[config.mk]
export PLATFORM = sky130hd
export DESIGN_NAME = fsm_step_sequencer_flat
export DESIGN_NICKNAME = d
export VERILOG_FILES = /design/src/rtl/fsm_step_sequencer_if.sv /design/src/rtl/fsm_step_sequencer.sv /design/src/flat_wrapper.sv
export SDC_FILE = /design/constraint.sdc
export NUM_CORES = 1
export LEC_CHECK = 0
export ABC_AREA = 1
export BUFFER_PORTS_ARGS = -buffer_cell sky130_fd_sc_hd__buf_2
export CAP_MARGIN = 15
export CORE_MARGIN = 2
export CORE_UTILIZATION = 50
export CTS_CLUSTER_SIZE = 10
export DETAILED_ROUTE_END_ITERATION = 8
export GPL_TIMING_DRIVEN = 0
export PLACE_DENSITY = 0.72
export SETUP_SLACK_MARGIN = 0.4
export SYNTH_ARGS = -nofsm -noshare
export SYNTH_HDL_FRONTEND = slang
export SYNTH_SLANG_ARGS = --single-unit
[constraint.sdc]
create_clock -name Clock -period 2 [get_ports Clock]
set_input_delay 0.4 -clock Clock [delete_from_list [all_inputs] [get_ports Clock]]
set_output_delay 0.4 -clock Clock [all_outputs]
set_load 0.01 [all_outputs]
[src/rtl/fsm_step_sequencer_if.sv]
// fsm_step_sequencer_if: run control and step handshake bundle.
// Signals: Start_req/Abort/Num_cycles/K1/K2 in; A/Busy/Done/Err/Cycle_cnt out.
interface fsm_step_sequencer_if;
  logic       Start_req;
  logic       Abort;
  logic [7:0] Num_cycles;
  logic       K1;
  logic       K2;
  logic       A;
  logic       Busy;
  logic       Done;
  logic       Err;
  logic [7:0] Cycle_cnt;

  modport master (
    output Start_req,
    output Abort,
    output Num_cycles,
    output K1,
    output K2,
    input  A,
    input  Busy,
    input  Done,
    input  Err,
    input  Cycle_cnt
  );

  modport slave (
    input  Start_req,
    input  Abort,
    input  Num_cycles,
    input  K1,
    input  K2,
    output A,
    output Busy,
    output Done,
    output Err,
    output Cycle_cnt
  );
endinterface

[src/rtl/fsm_step_sequencer.sv]
// fsm_step_sequencer: drives A through Idle->Start->Stop->Clear cycles.
// Ports: Clock, Reset (sync, low), bus (slave). Option: SEQ_ACK_TIMEOUT_EN.
module fsm_step_sequencer #(
  parameter int unsigned HOLD    = 2,
  parameter int unsigned TIMEOUT = 16
) (
  input  logic                 Clock,
  input  logic                 Reset,
  fsm_step_sequencer_if.slave  bus
);

  if (HOLD < 1 || HOLD > 15) begin : g_bad_hold
    $error("HOLD out of range 1..15");
  end
  if (TIMEOUT < 1 || TIMEOUT > 255) begin : g_bad_tmo
    $error("TIMEOUT out of range 1..255");
  end

  localparam logic [3:0] HoldLast = 4'(HOLD - 1);

  typedef enum logic [2:0] {
    S_IDLE,
    P_RISE,
    P_FALL,
    P_ARM,
    P_REL,
    S_DONE,
    S_ERR
  } state_t;

  state_t     state_q, state_d;
  logic       a_q, a_d;
  logic       busy_q, busy_d;
  logic       done_q, done_d;
  logic [7:0] cnt_q, cnt_d;
  logic [7:0] num_q, num_d;
  logic [3:0] hold_q, hold_d;
  logic [7:0] cnt_inc;
  logic       in_run;

`ifdef SEQ_ACK_TIMEOUT_EN
  localparam logic [7:0] TmoLast = 8'(TIMEOUT - 1);
  logic       err_q, err_d;
  logic [7:0] wait_q, wait_d;
  logic       wait_end;

  assign wait_end = (wait_q == TmoLast);
`endif

  assign cnt_inc = (cnt_q == 8'hFF) ? cnt_q : cnt_q + 8'd1;

  assign in_run = (state_q == P_RISE) ||
                  (state_q == P_FALL) ||
                  (state_q == P_ARM)  ||
                  (state_q == P_REL);

  always_comb begin
    state_d = state_q;
    a_d     = a_q;
    busy_d  = busy_q;
    done_d  = 1'b0;
    cnt_d   = cnt_q;
    num_d   = num_q;
    hold_d  = hold_q;
`ifdef SEQ_ACK_TIMEOUT_EN
    err_d   = err_q;
    wait_d  = wait_q;
`endif
    unique case (state_q)
      S_IDLE: begin
        if (bus.Start_req && !bus.Abort) begin
          num_d  = bus.Num_cycles;
          cnt_d  = 8'd0;
          hold_d = 4'd0;
`ifdef SEQ_ACK_TIMEOUT_EN
          err_d  = 1'b0;
`endif
          if (bus.Num_cycles == 8'd0) begin
            state_d = S_DONE;
            done_d  = 1'b1;
            busy_d  = 1'b0;
            a_d     = 1'b0;
          end else begin
            state_d = P_RISE;
            busy_d  = 1'b1;
            a_d     = 1'b1;
          end
        end
      end
      P_RISE: begin
        if (hold_q == HoldLast) begin
          state_d = P_FALL;
          a_d     = 1'b0;
          hold_d  = 4'd0;
        end else begin
          hold_d  = hold_q + 4'd1;
        end
      end
      P_FALL: begin
        if (hold_q == HoldLast) begin
          state_d = P_ARM;
          a_d     = 1'b1;
          hold_d  = 4'd0;
`ifdef SEQ_ACK_TIMEOUT_EN
          wait_d  = 8'd0;
`endif
        end else begin
          hold_d  = hold_q + 4'd1;
        end
      end
      P_ARM: begin
        if (bus.K2) begin
          state_d = P_REL;
          a_d     = 1'b0;
`ifdef SEQ_ACK_TIMEOUT_EN
          wait_d  = 8'd0;
        end else if (wait_end) begin
          state_d = S_ERR;
          a_d     = 1'b0;
        end else begin
          wait_d  = wait_q + 8'd1;
`endif
        end
      end
      P_REL: begin
        if (bus.K1) begin
          cnt_d = cnt_inc;
          if (cnt_inc == num_q) begin
            state_d = S_DONE;
            done_d  = 1'b1;
            busy_d  = 1'b0;
            a_d     = 1'b0;
          end else begin
            state_d = P_RISE;
            a_d     = 1'b1;
            hold_d  = 4'd0;
          end
`ifdef SEQ_ACK_TIMEOUT_EN
        end else if (wait_end) begin
          state_d = S_ERR;
          a_d     = 1'b0;
        end else begin
          wait_d  = wait_q + 8'd1;
`endif
        end
      end
      S_DONE: begin
        state_d = S_IDLE;
      end
      S_ERR: begin
        state_d = S_IDLE;
        busy_d  = 1'b0;
        a_d     = 1'b0;
`ifdef SEQ_ACK_TIMEOUT_EN
        err_d   = 1'b1;
`endif
      end
      default: begin
        state_d = S_IDLE;
        busy_d  = 1'b0;
        a_d     = 1'b0;
      end
    endcase

    // Abort wins over any step decision taken above.
    if (in_run && bus.Abort) begin
      state_d = S_IDLE;
      a_d     = 1'b0;
      busy_d  = 1'b0;
      done_d  = 1'b0;
      cnt_d   = cnt_q;
    end
  end

  always_ff @(posedge Clock) begin
    if (!Reset) begin
      state_q <= S_IDLE;
      a_q     <= 1'b0;
      busy_q  <= 1'b0;
      done_q  <= 1'b0;
      cnt_q   <= 8'd0;
      num_q   <= 8'd0;
      hold_q  <= 4'd0;
`ifdef SEQ_ACK_TIMEOUT_EN
      err_q   <= 1'b0;
      wait_q  <= 8'd0;
`endif
    end else begin
      state_q <= state_d;
      a_q     <= a_d;
      busy_q  <= busy_d;
      done_q  <= done_d;
      cnt_q   <= cnt_d;
      num_q   <= num_d;
      hold_q  <= hold_d;
`ifdef SEQ_ACK_TIMEOUT_EN
      err_q   <= err_d;
      wait_q  <= wait_d;
`endif
    end
  end

  assign bus.A         = a_q;
  assign bus.Busy      = busy_q;
  assign bus.Done      = done_q;
  assign bus.Cycle_cnt = cnt_q;
`ifdef SEQ_ACK_TIMEOUT_EN
  assign bus.Err       = err_q;
`else
  assign bus.Err       = 1'b0;
`endif

endmodule
[src/flat_wrapper.sv]
// flat-port wrapper written by rule: the top's interface ports become plain ports
module fsm_step_sequencer_flat 
#(
  parameter int unsigned HOLD    = 2,
  parameter int unsigned TIMEOUT = 16
)
  (Clock, Reset, bus_Start_req, bus_Abort, bus_Num_cycles, bus_K1, bus_K2, bus_A, bus_Busy, bus_Done, bus_Err, bus_Cycle_cnt);
  fsm_step_sequencer_if bus_i ();
  input  logic Clock;
  input  logic Reset;
  input wire logic [$bits(bus_i.Start_req)-1:0] bus_Start_req;
  input wire logic [$bits(bus_i.Abort)-1:0] bus_Abort;
  input wire logic [$bits(bus_i.Num_cycles)-1:0] bus_Num_cycles;
  input wire logic [$bits(bus_i.K1)-1:0] bus_K1;
  input wire logic [$bits(bus_i.K2)-1:0] bus_K2;
  output wire logic [$bits(bus_i.A)-1:0] bus_A;
  output wire logic [$bits(bus_i.Busy)-1:0] bus_Busy;
  output wire logic [$bits(bus_i.Done)-1:0] bus_Done;
  output wire logic [$bits(bus_i.Err)-1:0] bus_Err;
  output wire logic [$bits(bus_i.Cycle_cnt)-1:0] bus_Cycle_cnt;
  assign bus_i.Start_req = bus_Start_req;
  assign bus_i.Abort = bus_Abort;
  assign bus_i.Num_cycles = bus_Num_cycles;
  assign bus_i.K1 = bus_K1;
  assign bus_i.K2 = bus_K2;
  assign bus_A = bus_i.A;
  assign bus_Busy = bus_i.Busy;
  assign bus_Done = bus_i.Done;
  assign bus_Err = bus_i.Err;
  assign bus_Cycle_cnt = bus_i.Cycle_cnt;
  fsm_step_sequencer #(.HOLD(HOLD), .TIMEOUT(TIMEOUT)) u_core (.Clock(Clock), .Reset(Reset), .bus(bus_i));
endmodule
# ---- Word-level counts from Yosys, hierarchy flattened
# Cells that the tools add are included.
dict set report classes {
  n_addsub 2
  n_eq_ne 15
  n_mux 33
  bitwise 4
  n_reduce_logical 19
}
# op n
set op_table {}
lappend op_table {{8-bit 2-to-1 mux} 3}
lappend op_table {{3-bit 2-to-1 mux} 7}
lappend op_table {{4-bit 2-to-1 mux} 4}
lappend op_table {{8-bit case mux with 2 select lines} 1}
lappend op_table {{3-bit case mux with 5 select lines} 1}
lappend op_table {{1-bit 2-to-1 mux} 13}
lappend op_table {{2-bit != test (second input constant)} 6}
lappend op_table {{4-bit case mux with 3 select lines} 1}
lappend op_table {{4-bit AND reduction} 3}
lappend op_table {{8-bit by 1-bit adder with 8-bit output (second input constant)} 1}
lappend op_table {{8-bit == test} 1}
lappend op_table {{8-bit == test (second input constant)} 1}
lappend op_table {{8-bit logical NOT} 1}
lappend op_table {{3-bit by 2-bit == test with 1-bit output (second input constant)} 2}
lappend op_table {{3-bit == test (second input constant)} 2}
lappend op_table {{1-bit case mux with 6 select lines} 1}
lappend op_table {{6-bit AND reduction} 1}
lappend op_table {{5-bit AND reduction} 1}
lappend op_table {{4-bit by 1-bit adder with 4-bit output (second input constant)} 1}
lappend op_table {{4-bit by 1-bit == test with 1-bit output (second input constant)} 1}
lappend op_table {{1-bit NOT} 4}
lappend op_table {{2-bit OR reduction} 2}
lappend op_table {{4-bit OR reduction} 1}
lappend op_table {{3-bit by 1-bit == test with 1-bit output (second input constant)} 1}
lappend op_table {{other kinds (10)} 13}
dict set report totals {
  regBits 26
  input_bits 14
}

# ---- Depth between registers and ports, before layout
# Gate-level depths: netlist of run 1.
dict set report depth {
  word_depth 7
  mapped_depth 15
  ltp_nobuf 15
}

# ---- Least setup slack after synthesis of run 1
# Ideal clock, no wire load.
dict set report synth_timing {
  path_type {register -> register}
  start {reg u_core.cnt_q[0] (netlist: u_core.bus.Cycle_cnt[0])}
  end {reg u_core.busy_q (netlist: u_core.bus.Busy)}
  setup_ns 0.120
  arrival_time_ns 1.795
  t_required_ns 1.880
  path_slack_ns 0.085
  stages_incl_launch_ff 16
  path_buffers 1
  period_less_slack_ns 1.915
  path_cell_list {dfxtp_1 > ha_1 > nand2_1 > nor2_4 > nand2_4 > buf_6 > nand2_1 > nand3_1 > nand2_1 > nand2_2 > nor2_4 > nand3_2 > nand2_2 > nand2_1 > nand2_1 > a21oi_2}
}
dict set report synth_via {
  elab_chain_len 5
  elab_cells_between_ends 6
  classes_between {add/sub: 1; eq/ne: 3; mux: 1; reduce/logical: 1}
}
# item line_no
set synth_rtl {}
lappend synth_rtl {{from (decl)} fsm_step_sequencer.sv:35} ;# logic [7:0] cnt_q, cnt_d;
lappend synth_rtl {{from (signal assigned)} fsm_step_sequencer.sv:193} ;# cnt_q <= cnt_d;
lappend synth_rtl {{8-bit by 1-bit adder with 8-bit output / 8-bit == test (equally long branches)} fsm_step_sequencer.sv:50} ;# assign cnt_inc = (cnt_q == 8'hFF) ? cnt_q : cnt_q + 8'd1;
lappend synth_rtl {{8-bit 2-to-1 mux (*)} fsm_step_sequencer.sv:50}
lappend synth_rtl {{8-bit == test (*)} fsm_step_sequencer.sv:128} ;# if (cnt_inc == num_q) begin
lappend synth_rtl {{2-bit != test (no line) (*)} n/a}
lappend synth_rtl {{4-bit AND reduction (no line) (*)} n/a}
lappend synth_rtl {{to (signal assigned)} fsm_step_sequencer.sv:191} ;# busy_q <= busy_d;
lappend synth_rtl {{to (decl)} fsm_step_sequencer.sv:33} ;# logic busy_q, busy_d;
# Every way passes the cells marked *; elsewhere a longest branch is shown, timed or not.
# A chain may end at the register's enable or synchronous reset.

# ---- Final worst setup path of run 1
dict set report layout_timing {
  start {reg u_core.cnt_q[1] (netlist: u_core.bus.Cycle_cnt[1])}
  end {reg u_core.busy_q (netlist: u_core.bus.Busy)}
}
# The elaborated chain is that of the path after synthesis.

==> metrics, run 1 <==
Slew HR=64.4%; Final Core Density=65.2%; Max Fanout on Critical Path=5; core area=3340 um^2; final-stage net count=319; clk root buf=clkbuf_4; slew of the pin with the lowest slew margin=534 ps; R2R Path Start=u_core.bus.Cycle_cnt[1]$_SDFFE_PN0P_; Post-synth top cells=71 x nand2_1, 32 x inv_1, 26 x dfxtp_1; initial antenna violation count=0; WP data required=2260 ps; Final Hold Fails=0; Post-synth EDFFs=0; CTS tree=yes; R2R depth=15; GR Util met2=31.2%; total track usage=21.1%; # H-tree levels=1; Hold Crit Start=bus_Num_cycles[3]; Vias/cell=5.04; synth unique cells=32; Post-Syn Area=1730 um^2; pwr dens=891 nW/um^2; leakage=0.961 nW; Ys Warns=0; initial drt markers=87; Slew Limit Fails=0; Syn Nets=280; grt met3 use=2.34%; Clock Latency Late Sink=350 ps; maxcap violations=0; Seq/Total Area, Yosys=30.1%; Crit. End Element=register; top-area cell type share of the netlist area=30.1%; cells after synthesis=263; Synth async-reset ratio=0%; Max clock buf depth=2; vias=1748; first-pass GRT wire length=6760 um; ANT cells=0; CTS Hold Bufs=0; GRT met1 Usage=31.7%; count leader, synth=nand2_1; Reg-to-Reg End=u_core.bus.Busy$_SDFFE_PP0P_; crit path DAT=2060 ps; Avg Cell Area, Syn=6.58 um^2; total power draw=1.94 mW; synth top area cells=dfxtp_1 30%, nand2_1 15%, inv_1 6.9%; #FFs+latches synth=26; grt peak-use layer=met1; cell count after placement=332; Most used DFF post-synth=dfxtp_1; CP Launch Point=u_core.bus.Cycle_cnt[1]$_SDFFE_PN0P_; Yosys top cell by area=dfxtp_1; Filler cells=336; Post-route DRC=0; initial core utilization=51.9%; I/O pin count=26; Hold/Removal Path Class=input pin to register; Worst Skew=9.01 ps; DP Wirelength=3040 um; TritonCTS buffer count=3; Cell Count, Final, Fillers Out=347; Die Span Y=62.8 um; Hold Path Stages=3; RSZ-0062 raised after global routing=yes; FP Rows=21; peak supply drop=0.000822 V; GRT overflow=0; vias in the first global route=1506; Setup-failing EPs final=0; chip width=62.8 um; kind of critical path=register to register; largest net degree at the start of global routing=15; Worst-path clk slew=150 ps; Final min period=1800 ps; fmax=556 MHz; Detailed Route WL=4220 um; hold endpoint=u_core.num_q[3]$_SDFFE_PN0P_; layout cells sized above 1=36.2%; status=finished clean; Area Growth Syn to Fin=25.8%; drt pass-1 iters=4; Final ANT Viol Nets=0; final instance area=2180 um^2; Setup TNS=0 ps; Final period util=89.9%; Post-DP Area=1940 um^2; worst reg-to-reg setup slack=200 ps; CTS Sinks=26; routed wire length per instance=12.2 um; CP Launch Type=register; Final GP Congestion=0.863; Buffers on Ports=23; die area=3950 um^2
-- cells in the final DEF (no fill, tap or decap), types with 6 or more instances in the layout --
| cell type | synthesis | final |
|---|---|---|
| o21ai_0 | 9 | 9 |
| a21oi_1 | 21 | 21 |
| nand3_2 | 5 | 9 |
| nand2_1 | 71 | 62 |
| dfxtp_1 | 26 | 15 |
| nand2_4 | 2 | 7 |
| dfxtp_2 | 0 | 7 |
| nand3_1 | 23 | 19 |
| a21oi_2 | 6 | 6 |
| nor2_1 | 21 | 16 |
| inv_1 | 32 | 30 |
| buf_4 | 2 | 12 |
| buf_2 | 1 | 24 |
| nand2_2 | 8 | 12 |
| nor2_4 | 4 | 7 |
-- where the power goes --
group	switching (mW)	leakage, nW	internal [mW]
Combinational	0.621	0.728	0.388
Clock	0.175	0.0154	0.0738
Sequential	0.0786	0.218	0.603
Total	0.874	0.961	1.06
-- logic make-up after synthesis --
group                    count (synthesis)  synth area share [%]
AND/OR/NAND/NOR                        151                  43.0
adder cells (fa/ha/maj)                  3                  2.17
other                                    1                 0.217
flip-flops                              26                  30.1
AO/OA/AOI/OAI                           39                  13.7
buffers and inverters                   41                  9.83
XOR/XNOR                                 2                  1.01
-- registers in the layout (all words and copies together) (netlist names) --
| name | count |
|---|---|
| u_core.bus.Cycle_cnt | 8 |
| u_core.hold_q | 4 |
| u_core.state_q | 3 |
| u_core.bus.Busy | 1 |
| u_core.num_q | 8 |
| u_core.bus.A | 1 |
| u_core.bus.Done | 1 |
-- worst max path at each step --
stage,to,slack [ps]
floorplan,u_core.bus.Busy$_SDFFE_PP0P_,280
global placement,u_core.num_q[6]$_SDFFE_PN0P_,80
detailed placement,u_core.num_q[6]$_SDFFE_PN0P_,70
CTS,u_core.bus.A$_SDFFE_PP0P_,220
global route,u_core.hold_q[2]$_SDFFE_PN0P_,60
finish,u_core.bus.Busy$_SDFFE_PP0P_,200
-- metrics by stage --
| step | setup slack, ps | hold slack (ps) |
|---|---|---|
| 2_1_floorplan | 278 | 444 |
| 3_3_place_gp | 81.1 | 454 |
| 3_5_place_dp | 69.3 | 456 |
| 4_1_cts | 219 | 305 |
| 5_1_grt | 57.2 | 328 |
| 6_report | 201 | 294 |
-- repair_timing --
item | CTS | global route
buffers inserted | 4 | 6
setup endpoints to repair | 26 | 26
pin swaps | 4 | 8
cloned | 0 | 1
gates resized for setup | 16 | 24
-- critical path: stages (launching register included) --
cell and delay [ps]:
dfxtp_4 390, ha_4 160, nand2_4 60, nor2_4 140, nand2_4 90, buf_8 150, nand2_4 60, nand3_2 50
nand2_1 80, nand2_2 60, nor2_4 110, nand3_2 80, nand2_2 110, nand2_1 60, nand2_1 70, a21oi_2 50
-- per-layer routing --
layer / routed length [um] / share of wire [%]
met1: 2140 / 51
met2: 1840 / 44
met3: 163 / 3.9
met4: 74 / 1.8
met5: 0 / 0
-- final cells by class --
| class | instances | area, um^2 | share of cell area (%) |
|---|---|---|---|
| tap | 46 | 57.6 | 2.64 |
| clock inverter | 1 | 3.75 | 0.172 |
| multi-input combinational | 196 | 1160 | 53.1 |
| clock buffer | 3 | 22.5 | 1.03 |
| timing repair buffer | 34 | 215 | 9.89 |
| inverter | 35 | 135 | 6.21 |
| buffer | 6 | 42.5 | 1.95 |
| sequential | 26 | 544 | 25.0 |
Power figures use the tool's default switching activity.
==> inputs of run 2 (changes only) <==
Settings changed: CORE_UTILIZATION 50 to 56, PLACE_DENSITY 0.72 to 0.8, SETUP_SLACK_MARGIN 0.4 to not set.
==> run 2 against run 1 <==
Net effect:
- core utilization is 3.5 points higher
- largest power group unchanged
- largest cell class unchanged
- via count is 1.1% higher
- clock skew is 1.1 ps lower
- clock-buffer cell count unchanged
- clock power decreased by 7%
- critical path depth down 1
- critical endpoint is now u_core.hold_q[2]$_SDFFE_PN0P_
- power fell by 11%
- register-to-register slack got worse by 160 ps
- critical path type unchanged
- final area is 5.1% lower
==> metrics, run 2 (synthesis results as in run 1) <==
status=finished clean; Post-route DRC=0 (unchanged); Crit. End Element=register; Min Hold Slack=309 ps (+15.2 ps); RSZ-0062 raised after global routing=yes; most common cell after layout, fill and taps aside=nand2_1; largest net degree at the start of global routing=14 (-1); CTS tree=yes; multi-input logic area=1100 um^2 (-4.5%); Area Growth Syn to Fin=19.4%; Final ANT Viol Nets=0 (unchanged); initial drt markers=105 (+21%); Final Hold Fails=0 (unchanged); Slew HR=62.2% (-2.2 points); DP Wirelength=2860 um (-6.1%); clk root buf=clkbuf_4; TritonCTS buffer count=3 (unchanged); Slew Limit Fails=0 (unchanged); initial core utilization=57.6% (+5.8 points); Setup TNS=0 ps (unchanged); vias in the first global route=1415 (-6.0%); maxcap violations=0 (unchanged); Setup-failing EPs final=0 (unchanged); pwr dens=831 nW/um^2 (-6.7%); routed wire length per instance=11.8 um (-3.2%); ANT cells=0 (unchanged); Reg area=532 um^2 (-2.3%); core area=3000 um^2 (-10%); WP data required=2220 ps (-40 ps); initial antenna violation count=0 (unchanged); metal3 WL=183 um (+12%); Max Used Layer=met4; total track usage=22.9% (+1.8 points); # H-tree levels=1 (unchanged); first-pass GRT wire length=6150 um (-9.0%); leakage=0.917 nW (-4.5%); GRT overflow=0 (unchanged); die area=3550 um^2 (-10%); Vias/cell=5.35 (+6.3%); CP Launch Type=register; Max clock buf depth=2 (unchanged); Buffers on Ports=23 (unchanged); fmax=511 MHz (-8.1%); chip width=59.6 um (-5.2%); drt pass-1 iters=4 (unchanged); Final period util=97.8% (+7.9 points); vias=1767 (+1.1%); layout cells sized above 1=30.6% (-5.6 points); Final min period=1960 ps (+158 ps); peak supply drop=0.000645 V (-22%); CTS Hold Bufs=0 (unchanged); CTS Sinks=26 (unchanged); Detailed Route WL=3890 um (-7.9%); Worst Skew=7.89 ps (-1.12 ps); crit path DAT=2180 ps (+120 ps); FP Rows=20 (-4.8%); slew of the pin with the lowest slew margin=567 ps (+32.3 ps); Filler cells=272 (-19%); Final GP Congestion=0.915 (+6.0%); most frequent cells in the layout=65 x nand2_1, 31 x inv_1, 24 x buf_2; metal2 WL=1660 um (-10%); Worst-path clk slew=140 ps (about the same); Die Span Y=59.6 um (-5.2%); kind of critical path=register to register; Hold/Removal Path Class=input pin to register; I/O pin count=26 (unchanged); final-stage net count=316 (-0.94%); Clock Latency Late Sink=330 ps (-20 ps); DRT met1 WL=1950 um (-8.9%); Max Fanout on Critical Path=5 (unchanged)
run 2: changes by cell type in the layout (fill, tap and decap cells not counted), sizes merged:
cell and delta:
buf -3, clkinv -1
run 2: what timing repair did:
item	in CTS	in global routing
endpoints found under the setup margin	8	12
resized for setup	3	22
setup buffers	0	7
cloned	0	1
pin swaps	0	11
run 2: layout make-up:
| type | instances | share of cell area, % |
|---|---|---|
| inverter | 35 | 6.36 |
| clock buffer | 3 | 1.09 |
| buffer | 6 | 2.06 |
| tap | 33 | 2.00 |
| multi-input combinational | 196 | 53.4 |
| timing repair buffer | 31 | 9.33 |
| sequential | 26 | 25.7 |
run 2: per-stage QoR:
stage                     total power [mW]  setup WS [ps]  std cells  util, %  cell area [um^2]
after floorplan                       1.30           84.9        263        -              1730
after global placement                1.45          -64.7        319     62.8              1890
after detailed placement              1.46          -95.0        319     62.8              1890
after CTS                             1.69           24.2        322     63.7              1910
after global routing                  1.86          -76.7        330     68.8              2070
final                                 1.72           43.6        330     68.8              2070
run 2: worst paths after layout:
check,end,depth (start not counted),from,slack [ps]
max,u_core.hold_q[2]$_SDFFE_PN0P_,14,u_core.bus.Cycle_cnt[0]$_SDFFE_PN0P_,40
min,u_core.num_q[3]$_SDFFE_PN0P_,3,bus_Num_cycles[3],310
max reg2reg,u_core.hold_q[2]$_SDFFE_PN0P_,14,u_core.bus.Cycle_cnt[0]$_SDFFE_PN0P_,40
min reg2reg,u_core.bus.Busy$_SDFFE_PP0P_,2,u_core.bus.Busy$_SDFFE_PP0P_,470
run 2: critical path, stage by stage (launching register included):
cell     delay (ps)
dfxtp_4         400
ha_4            140
nand2_2          60
nor2_4          190
nand2_4         110
buf_8           150
buf_4           140
nand3_1         110
nand2_1          80
nand3_1         100
nor2_2           50
nand3_2         100
nand2_4          70
nand2_1          90
a21oi_2          50
run 2: metal layers:
layer / global-route usage [%] / vias to the layer above
li1: - / 919
met1: 33.6 / 784
met2: 32.5 / 53
met3: 3.93 / 11
met4: 9.84 / 0
met5: 0 / -
run 2: power breakdown:
part | switching [mW] | internal (mW) | leakage [nW] | total (mW)
Clock | 0.160 | 0.0709 | 0.0138 | 0.231
Combinational | 0.539 | 0.289 | 0.689 | 0.828
Sequential | 0.0645 | 0.593 | 0.215 | 0.658
Total | 0.763 | 0.954 | 0.917 | 1.72
==> inputs of run 3 (changes only) <==
Settings changed: BUFFER_PORTS_ARGS -buffer_cell sky130_fd_sc_hd__buf_2 to not set, CORE_UTILIZATION 56 to 63, DONT_BUFFER_PORTS set to 1, SKIP_CTS_REPAIR_TIMING set to 1.
==> run 3 against run 2 <==
Net effect:
- first-iteration DRC count is 10% lower
- sequential share of layout area is 1.4 points higher
- clock-buffer cell count is 1 higher
- die area is 10% lower
- sequential power is 2% higher
- worst hold slack worse by 100 ps
- clock power is 16% higher
- power is 2.3% higher
- global-route usage is 1.7 points higher
- register-to-register slack better by 20 ps
- critical path type unchanged
- largest cell class unchanged
- largest power group unchanged
==> metrics, run 3 (synthesis results as in run 1) <==
status=finished clean; Max clock buf depth=2 (unchanged); CP Launch Type=register; Clock Latency Late Sink=330 ps (about the same); Slew HR=60.5% (-1.8 points); Final ANT Viol Nets=0 (unchanged); TritonCTS buffer count=3 (unchanged); Setup-failing EPs final=0 (unchanged); Vias/cell=5.51 (+3.0%); Final min period=1930 ps (-24.0 ps); Final period util=96.6% (-1.2 points); RSZ-0062 raised after global routing=yes; Die Span Y=56.4 um (-5.3%); vias in the first global route=1498 (+5.9%); ANT cells=0 (unchanged); routed wire length per instance=12.5 um (+5.7%); layout cells sized above 1=24.2% (-6.5 points); fmax=517 MHz (+1.2%); initial drt markers=94 (-10%); final-stage net count=291 (-7.9%); initial antenna violation count=0 (unchanged); Final Hold Fails=0 (unchanged); FP Rows=19 (-5.0%); Hold/Removal Path Class=input pin to register; R2R depth=14 (unchanged); leakage=0.844 nW (-8.0%); chip width=56.4 um (-5.3%); DP Wirelength=2860 um (+0.14%); worst reg-to-reg setup slack=70 ps (+20 ps); die area=3180 um^2 (-10%); pre-CTS WS=-189 ps (-94.1 ps); initial core utilization=64.4% (+6.8 points); CTS Sinks=26 (unchanged); setup ws final=67.5 ps (+24.0 ps); vias=1676 (-5.1%); crit path DAT=2200 ps (+20 ps); first-pass GRT wire length=6230 um (+1.4%); slew of the pin with the lowest slew margin=593 ps (+26.3 ps); GRT overflow=0 (unchanged); # H-tree levels=1 (unchanged); I/O pin count=26 (unchanged); most frequent cells in the layout=65 x nand2_1, 31 x inv_1, 21 x a21oi_1; Filler cells=229 (-16%); maxcap violations=0 (unchanged); Hold Path Stages=2 (-1); Worst Skew=7.60 ps (-0.283 ps); Cell Count, Final, Fillers Out=304 (-7.9%); drt pass-1 iters=4 (unchanged); Max Fanout on Critical Path=8 (+3); most common cell after layout, fill and taps aside=nand2_1; total track usage=24.6% (+1.7 points); Final GP Congestion=0.831 (-9.2%); WP data required=2260 ps (+40 ps); clk root buf=clkbuf_4; largest net degree at the start of global routing=15 (+1); pwr dens=894 nW/um^2 (+7.5%); Crit. End Element=register; kind of critical path=register to register; Post-route DRC=0 (unchanged); peak supply drop=0.000894 V (+39%); CTS tree=yes; cell count after placement=294 (-7.8%); core area=2690 um^2 (-11%); Area Growth Syn to Fin=13.6%; Detailed Route WL=3790 um (-2.6%); Worst-path clk slew=130 ps (about the same); Slew Limit Fails=0 (unchanged); Buffers on Ports=0 (-100%)
==> run 3: metrics by stage <==
step	hold slack [ps]	cell area [um^2]	utilization (%)	TNS [ps]	power [mW]
global route	213	1970	73.2	-219	1.90
finish	209	1970	73.2	0	1.76
global placement	457	1770	65.9	-1010	1.43
CTS	208	1810	67.2	-1430	1.71
detailed placement	470	1770	65.9	-1230	1.45
floorplan	444	1730	-	0	1.30
==> run 3: where the power goes <==
group	switching [mW]	internal, mW
logic	0.546	0.274
clock network	0.157	0.112
registers	0.0743	0.594
==> run 3: layout make-up <==
| type | instances | area (um^2) | area share, % |
|---|---|---|---|
| Sequential cell | 26 | 534 | 27.2 |
| Tap cell | 31 | 38.8 | 1.97 |
| Timing Repair Buffer | 6 | 67.6 | 3.44 |
| Multi-Input combinational cell | 196 | 1110 | 56.7 |
| Clock buffer | 4 | 36.3 | 1.85 |
| Inverter | 35 | 131 | 6.68 |
| Buffer | 6 | 42.5 | 2.16 |
==> run 3: path summary, 6_finish.rpt <==
kind                                                      end                                  from
worst max-delay path            u_core.hold_q[3]$_SDFFE_PN0P_  u_core.bus.Cycle_cnt[1]$_SDFFE_PN0P_
worst min-delay path             u_core.num_q[3]$_SDFFE_PN0P_                     bus_Num_cycles[3]
worst max register to register  u_core.hold_q[3]$_SDFFE_PN0P_  u_core.bus.Cycle_cnt[1]$_SDFFE_PN0P_
worst min register to register   u_core.num_q[0]$_SDFFE_PN0P_          u_core.num_q[0]$_SDFFE_PN0P_
==> run 3: worst max-delay path, cell delays in order (launching register included) <==
cell     delay, ps
dfxtp_4        440
ha_4           180
nand2_4         50
nor2_4         160
nand2_4        100
buf_8          150
nand2_4         60
nand3_2         60
nand2_2         70
nand2_2         60
nor2_4         170
nand3_4        100
nand2_4        100
nand2_2         60
a21oi_2        120
==> run 3: per-layer routing <==
layer | routed length (um) | GRT usage [%]
met5 | 0 | 0
met1 | 1500 | 29.0
met2 | 2000 | 44.4
met4 | 62 | 9.18
met3 | 229 | 3.92
